===== src/rtl/shift_pkg.sv =====
// Shared types for the multi-cycle shift sequencer.
package shift_pkg;

    typedef enum logic [1:0] {
        SLL = 2'b00,
        SRL = 2'b01,
        SRA = 2'b10,
        ROL = 2'b11
    } shift_op_t;

    typedef enum logic [1:0] {
        IDLE  = 2'b00,
        SHIFT = 2'b01,
        DONE  = 2'b10
    } state_t;

endpackage


===== src/rtl/shift_sequencer_if.sv =====
// Start/done handshake bundle between the ALU control path and the shift sequencer.
interface shift_sequencer_if #(
    parameter int unsigned N = 4
) ();
    import shift_pkg::*;

    logic            start;
    shift_op_t       op;
    logic [N-1:0]    aIn;
    logic [N-1:0]    shamt;
    logic            busy;
    logic            done;
    logic [N-1:0]    result;

    modport master (
        output start, op, aIn, shamt,
        input  busy, done, result
    );

    modport slave (
        input  start, op, aIn, shamt,
        output busy, done, result
    );

endinterface


===== src/rtl/shift_step1.sv =====
// Single-position shift/rotate step; the only datapath shifter in the sequencer.
module shift_step1
    import shift_pkg::*;
#(
    parameter int unsigned N = 4
) (
    input  logic [N-1:0] acc_i,
    input  shift_op_t    op_i,
    output logic [N-1:0] acc_o
);

    always_comb begin
        acc_o = acc_i;
        unique case (op_i)
            SLL:     acc_o = {acc_i[N-2:0], 1'b0};
            SRL:     acc_o = {1'b0, acc_i[N-1:1]};
            SRA:     acc_o = {acc_i[N-1], acc_i[N-1:1]};
            ROL:     acc_o = {acc_i[N-2:0], acc_i[N-1]};
            default: acc_o = acc_i;
        endcase
    end

endmodule


===== src/rtl/shift_sequencer.sv =====
// Iterative shifter: applies one shift step per clock, counting down the effective amount.
// Out-of-range amounts are clamped on accept and complete in a single cycle.
module shift_sequencer
    import shift_pkg::*;
#(
    parameter int unsigned N = 4
) (
    input  logic              clk,
    input  logic              rst,
    shift_sequencer_if.slave  bus
);

    localparam int unsigned LW = $clog2(N);

    state_t       state_q, state_d;
    shift_op_t    op_q, op_d;
    logic [N-1:0] cnt_q, cnt_d;
    logic [N-1:0] acc_q, acc_d;
    logic [N-1:0] result_q, result_d;
    logic         busy_q, busy_d;
    logic         done_q, done_d;

    logic [N-1:0] step_out;
    logic [N-1:0] eff;
    logic [N-1:0] load_acc;
    logic         accept;
    logic         over_range;

    shift_step1 #(.N(N)) u_step (
        .acc_i (acc_q),
        .op_i  (op_q),
        .acc_o (step_out)
    );

    // Any bit at or above log2(N) means the amount is at least N.
    assign over_range = |bus.shamt[N-1:LW];
    assign accept     = bus.start && (state_q != SHIFT);

    // Fast-path clamp: rotates wrap, shifts saturate to zero or the sign fill.
    always_comb begin
        eff      = bus.shamt;
        load_acc = bus.aIn;
        if (bus.op == ROL) begin
            eff = N'(bus.shamt[LW-1:0]);
        end else if (over_range) begin
            eff      = '0;
            load_acc = (bus.op == SRA) ? {N{bus.aIn[N-1]}} : '0;
        end
    end

    always_comb begin
        state_d  = state_q;
        op_d     = op_q;
        cnt_d    = cnt_q;
        acc_d    = acc_q;
        result_d = result_q;
        busy_d   = 1'b0;
        done_d   = 1'b0;

        if (state_q == SHIFT) begin
            acc_d = step_out;
            cnt_d = cnt_q - N'(1);
            if (cnt_q == N'(1)) begin
                state_d  = DONE;
                result_d = step_out;
                done_d   = 1'b1;
            end else begin
                busy_d = 1'b1;
            end
        end else if (accept) begin
            op_d  = bus.op;
            acc_d = load_acc;
            if (eff == '0) begin
                state_d  = DONE;
                cnt_d    = '0;
                result_d = load_acc;
                done_d   = 1'b1;
            end else begin
                state_d = SHIFT;
                cnt_d   = eff;
                busy_d  = 1'b1;
            end
        end else begin
            state_d = IDLE;
        end
    end

    always_ff @(posedge clk) begin
        if (rst) begin
            state_q  <= IDLE;
            op_q     <= SLL;
            cnt_q    <= '0;
            acc_q    <= '0;
            result_q <= '0;
            busy_q   <= 1'b0;
            done_q   <= 1'b0;
        end else begin
            state_q  <= state_d;
            op_q     <= op_d;
            cnt_q    <= cnt_d;
            acc_q    <= acc_d;
            result_q <= result_d;
            busy_q   <= busy_d;
            done_q   <= done_d;
        end
    end

    assign bus.busy   = busy_q;
    assign bus.done   = done_q;
    assign bus.result = result_q;

endmodule


===== src/flat_wrapper.sv =====
// flat-port wrapper written by rule: the top's interface ports become plain ports
module shift_sequencer_flat import shift_pkg::*;
#(
    parameter int unsigned N = 4
)
  (clk, rst, bus_start, bus_op, bus_aIn, bus_shamt, bus_busy, bus_done, bus_result);
  shift_sequencer_if #(.N(N)) bus_i ();
  input  logic clk;
  input  logic rst;
  input wire logic [$bits(bus_i.start)-1:0] bus_start;
  input wire logic [$bits(bus_i.op)-1:0] bus_op;
  input wire logic [$bits(bus_i.aIn)-1:0] bus_aIn;
  input wire logic [$bits(bus_i.shamt)-1:0] bus_shamt;
  output wire logic [$bits(bus_i.busy)-1:0] bus_busy;
  output wire logic [$bits(bus_i.done)-1:0] bus_done;
  output wire logic [$bits(bus_i.result)-1:0] bus_result;
  assign bus_i.start = bus_start;
  assign bus_i.op = bus_op;
  assign bus_i.aIn = bus_aIn;
  assign bus_i.shamt = bus_shamt;
  assign bus_busy = bus_i.busy;
  assign bus_done = bus_i.done;
  assign bus_result = bus_i.result;
  shift_sequencer #(.N(N)) u_core (.clk(clk), .rst(rst), .bus(bus_i));
endmodule

===== config.mk =====
export PLATFORM = sky130hd
export DESIGN_NAME = shift_sequencer_flat
export DESIGN_NICKNAME = d
export VERILOG_FILES = /design/src/rtl/shift_pkg.sv /design/src/rtl/shift_sequencer_if.sv /design/src/rtl/shift_step1.sv /design/src/rtl/shift_sequencer.sv /design/src/flat_wrapper.sv
export SDC_FILE = /design/constraint.sdc
export NUM_CORES = 1
export LEC_CHECK = 0
export BUFFER_PORTS_ARGS = -buffer_cell sky130_fd_sc_hd__buf_4
export CORE_MARGIN = 1.5
export CORE_UTILIZATION = 45
export DETAILED_ROUTE_END_ITERATION = 6
export PLACE_DENSITY_LB_ADDON = 0.3
export REMOVE_ABC_BUFFERS = 1
export SYNTH_ARGS = -nofsm -noshare
export SYNTH_HDL_FRONTEND = slang
export SYNTH_SLANG_ARGS = --single-unit

===== constraint.sdc =====
create_clock -name clk -period 1.5 [get_ports clk]
set_clock_uncertainty 0.05 [all_clocks]
set_input_delay 0.075 -clock clk [delete_from_list [all_inputs] [get_ports clk]]
set_output_delay 0.075 -clock clk [all_outputs]
set_load 0.01 [all_outputs]

After elaboration in Yosys (flattened, before gate mapping)
Index checks and enable logic that the tools add are counted.
- bits in registers: 18
- word-level logic and storage cells: 53
- add/sub/neg operators: 1
- bitwise logic cells: 1
- equal/unequal tests: 9
- reduce and logical (&&, ||, !) cells: 8
- multiplexer cells: 27
- operators with widths (cell ; count):
    $mux 4 ; 14
    $pmux 4 s4 ; 1
    $eq 2x2->1 const B ; 4
    $mux 1 ; 8
    $mux 2 ; 4
    $eq 2x1->1 const B ; 2
    $eq 4x1->1 const B ; 1
    $logic_not 4->1 ; 1
    $reduce_bool 2->1 ; 2
    $sub 4x1->4 const B ; 1
    $reduce_and 3->1 ; 1
    $logic_not 2->1 ; 1
    $ne 2x1->1 const B ; 1
    $ne 2x2->1 const B ; 1
    $reduce_and 2->1 ; 1
    $reduce_or 2->1 ; 1
    $logic_and 1x1->1 ; 1
    $not 1->1 ; 1

Longest topological paths before layout
- word-level depth: 7
- depth in mapped cells: 6

Hierarchy
Synthesis repeated with hierarchy kept, for this count alone.
- cells, all modules: 112
- area total of the unflattened synthesis: 992.2 um^2
- by module, submodules not included (module ; area each (um^2) ; instances ; seq. area each (um^2) ; cells an instance):
    shift_sequencer ; 905.9 ; 1 ; 360.3 ; 102
    shift_step1 ; 86.3 ; 1 ; 0.0 ; 10

Worst setup path before layout
Ideal clock, no wire load.
- path kind: reg-to-reg
- start: register u_core.cnt_q[0]
- end: register u_core.result_q[2], in the netlist u_core.bus.result[2]
- stages on the path, launching flop included: 6
- clock period less this slack: 1538 ps
- buffers on the path: 0
- library setup time: 68 ps
- path slack: -38 ps
- arrival: 1421 ps
- cells stage by stage: dfxtp_1 > ha_1 > nor3b_1 > nand2_1 > a221o_1 > a21oi_2
- longest elaborated chain between the ends: 3
- ends and longest elaborated chain (element ; line ; text):
    from (decl) ; shift_sequencer.sv:17 ; logic [N-1:0] cnt_q, cnt_d;
    from (signal assigned) ; shift_sequencer.sv:100 ; cnt_q <= cnt_d;
    $eq 4x1->1 ; shift_sequencer.sv:63 ; if (cnt_q == N'(1)) begin
    $ne 2x2->1 (no line) ; - ;
    $reduce_and 3->1 (no line) ; - ;
    to (signal assigned) ; shift_sequencer.sv:102 ; result_q <= result_d;
    to (decl) ; shift_sequencer.sv:19 ; logic [N-1:0] result_q, result_d;
Every way passes these cells.
A chain may end at the register's enable or synchronous reset.

Worst setup path after layout
- start: register u_core.cnt_q[1]
- end: register u_core.result_q[2], in the netlist u_core.bus.result[2]
The elaborated chain is that of the path after synthesis.

==> summary.md <==
| Metric | Value |
|---|---|
| RSZ-0062 raised after global routing | yes |
| Highest Clock Rate | 680 MHz |
| Die H | 48.9 µm |
| Main synth FF type | dfxtp_1 |
| Worst-Margin Slew | 0.380 ns |
| Hold Path Class | primary input to flip-flop |
| DRC | 0 |
| NetSw | 0.000330 W |
| Post-synthesis cell area | 947 µm² |
| Final Max Slew Viols | 0 |
| Met2 global-route usage | 0.368 |
| CTS buffer count | 3 |
| Worst path slowest cell | a221o_1 |
| Worst IR Drop VDD | 0.492 mV |
| Design area | 0.00130 mm² |
| Gpl congestion | 0.802 |
| Fill cells | 168 |
| Final WL | 2450 µm |
| Grt met3 use | 0.0307 |
| Crit path max-delay family | compound AO/OA/AOI/OAI gates |
| Met1 Use GR | 0.270 |
| Non-Filler Instances | 171 |
| Initial core utilization | 0.478 |
| Vias | 973 |
| GRT Total Usage | 0.221 |
| Global-route wire length before repair | 4200 µm |
| Tmin final | 1.47 ns |
| Num rows | 16 |
| Largest net degree at the start of global routing | 19 |
| Crit path from | u_core.cnt_q[1]$_SDFFE_PP0P_ |
| Hold violation total from the final report | 0 |
| CTS root buffer | clkbuf_4 |
| Worst R2R Path Depth | 7 |
| Final setup vio count | 0 |
| Clk Latency, worst-skew pair | 0.29 ns |
| Clock transition at the registers of the reported paths | 0.11 ns |
| Flop pwr share | 0.470 |
| CP Data Arrival Time | 1.65 ns |
| Register area | 363 µm² |
| FF-to-FF Start | u_core.cnt_q[1]$_SDFFE_PP0P_ |
| Buf+Inv Stages, Crit Path | 2 |
| Status | complete, no violations |
| Total power draw | 0.00115 W |
| Share of cells above drive strength 1 | 0.361 |
| CTS tree | done |
| Hold Path Origin | rst |
| Vias in the first global route | 1011 |
| Slew headroom | 0.747 |
| Crit path cell chain | inv_2 -> ha_4 -> nor3b_4 -> buf_6 -> nand2_4 -> a221o_1 -> a21oi_2 |
| Hold Path Cell Cnt | 2 |
| Gr busiest metal | met2 |
| Initial DRC Count | 38 |
| Leakage | 0.562 nW |
| Core area | 0.00198 mm² |
| Combinational Power Share | 0.271 |
| Sequential area share after synthesis | 0.380 |
| CTS Buffer Depth | 2 |
| Count leader, synth | dfxtp_1 |
| Initial antenna violation count | 0 |
| Startpoint Class | flip-flop |
| I/O pin count | 19 |
| Post-DP Area | 0.00119 mm² |
| Internal power | 0.000822 W |
| Worst Path Required | 1.68 ns |
| Remaining antenna violation count | 0 |
| Sw Ratio | 0.287 |
| Critical path class | flip-flop to flip-flop |
| Total negative slack | 0 ns |
| Crit. path cell count | 7 |
| Die area | 0.00239 mm² |
| Area of the multi-input gates | 586 µm² |
| Ys Warns | 0 |
| Drt pass-1 iters | 4 |
| Area delta synth->final | 36.9% |
| Synth cell count leaders | dfxtp_1, a21oi_1, nand2_1, nand3_1, nor2_1 |
| Number of synthesized flops with an enable pin | 0 |
| Setup crit end kind | flip-flop |
| Main area contributors after synthesis | dfxtp_1, a21oi_1, nand3_1 |
| Crit path largest cell delay | 0.37 ns |
| DP Cell Count | 165 |
| Critical path peak fanout | 3 |
| Grt ovf | 0 |
| PwrDens | 889 mW/mm² |
| Dominant cell type by area after synthesis | dfxtp_1 |
| HPWL after DPL | 1830 µm |
| ANT cells | 0 |
| Mapped Cells | 112 |
| Avg Vias per Cell | 5.69 |
| Chip Width | 48.9 µm |
| Asr flop ratio synth | 0 |
| H-tree lvl count | 1 |
| Synth Area per Inst | 8.46 µm² |
| Maxcap violations | 0 |
| Final Cycle Share | 0.981 |
| Yosys reg bits | 18 |
| Cts hold-fix bufs | 0 |
| Port Buffers | 18 |
| Setup slack, reg-to-reg | 0.03 ns |
| Final core occ | 0.654 |
| Clock network fraction of total power | 0.260 |
| Post-synthesis cell type count | 38 |
| # clock sinks | 18 |
| Final nets | 160 |
| Crit Reg-Reg Endpoint | u_core.bus.result[2]$_SDFFE_PP0P_ |
| Hold worst-path end | u_core.bus.result[2]$_SDFFE_PP0P_ |
| Routed WL per cell | 14.3 µm |
| Synth top area share | 0.380 |
==> logic make-up after synthesis <==
group | after synthesis | synth area share
compound gates | 41 | 0.325
simple gates | 36 | 0.189
flops | 18 | 0.380
buf+inv | 12 | 0.0489
mux | 2 | 0.0211
fa+ha+maj | 2 | 0.0264
xor+xnor | 1 | 0.00925
==> power groups by stage <==
stage	sequential, W	clock [W]	combinational, W
5_1_grt	0.000545	0.000327	0.000342
4_1_cts	0.000534	0.000301	0.000289
2_1_floorplan	0.000548	0	0.000146
6_report	0.000541	0.000299	0.000312
3_3_place_gp	0.000542	0	0.000274
3_5_place_dp	0.000544	0	0.000286
==> through the flow <==
step	setup WS, ns	hold WS, ns
2_1_floorplan	-0.322	0.0874
3_3_place_gp	0.0308	0.322
3_5_place_dp	0.0118	0.326
4_1_cts	0.00494	0.0195
5_1_grt	-0.0258	0.0319
6_report	0.0285	0.0255
==> layout by cell type (no fill, tap or decap), types with 2 or more instances in the layout <==
master    synthesis  layout
a211oi_1          3       3
a21oi_1          13      13
a21oi_2           2       2
a221o_1           2       2
a311oi_1          2       2
and3_1            2       2
buf_4             0      32
clkbuf_4          0       3
dfxtp_1          18      16
dfxtp_2           0       2
inv_1             7       6
nand2_1           8       7
nand2b_1          2       2
nand3_1           8       8
nand3b_1          2       2
nor2_1            8       8
nor3_1            2       2
o211ai_1          2       2
o21ai_0           2       2
o21ba_1           2       2
o221a_2           2       2
o221ai_1          2       2
==> registers in the layout, indices dropped and copies added (netlist names) <==
signal,cells
u_core.acc_q,4
u_core.bus.result,4
u_core.cnt_q,4
u_core.op_q,2
u_core.state_q,2
u_core.bus.busy,1
u_core.bus.done,1
==> how the worst max path moves through the flow <==
| stage | to | slack, ns |
|---|---|---|
| after floorplan | u_core.bus.result[1]$_SDFFE_PP0P_ | -0.32 |
| after detailed placement | u_core.bus.result[1]$_SDFFE_PP0P_ | 0.01 |
| after global placement | u_core.bus.result[2]$_SDFFE_PP0P_ | 0.03 |
| after CTS | u_core.bus.result[1]$_SDFFE_PP0P_ | 0.005 |
| after global routing | u_core.bus.result[2]$_SDFFE_PP0P_ | -0.03 |
| final | u_core.bus.result[2]$_SDFFE_PP0P_ | 0.03 |
==> metal layers <==
metal	wire [µm]	share of wire
met4	85	0.035
met2	1190	0.49
met5	0	0
met3	108	0.044
met1	1060	0.43
==> worst register-to-register path, cell delays in order, from the launching register on <==
cell and delay, ns:
dfxtp_2 0.34, inv_2 0.07, ha_4 0.12, nor3b_4 0.17
buf_6 0.13, nand2_4 0.05, a221o_1 0.37, a21oi_2 0.11
==> timing repair <==
item / 4_1_cts / 5_1_grt
setup buffers: 0 / 2
pin swaps: 1 / 5
endpoints found under the setup margin: 2 / 7
gates resized for setup: 3 / 10
==> cell type report <==
class,instances,area share
Timing Repair Buffer,33,0.194
Clock buffer,4,0.0280
Tap cell,27,0.0261
Inverter,7,0.0203
Sequential cell,18,0.280
Multi-Input combinational cell,82,0.452
Note: power is estimated with default switching activity, not from simulation.
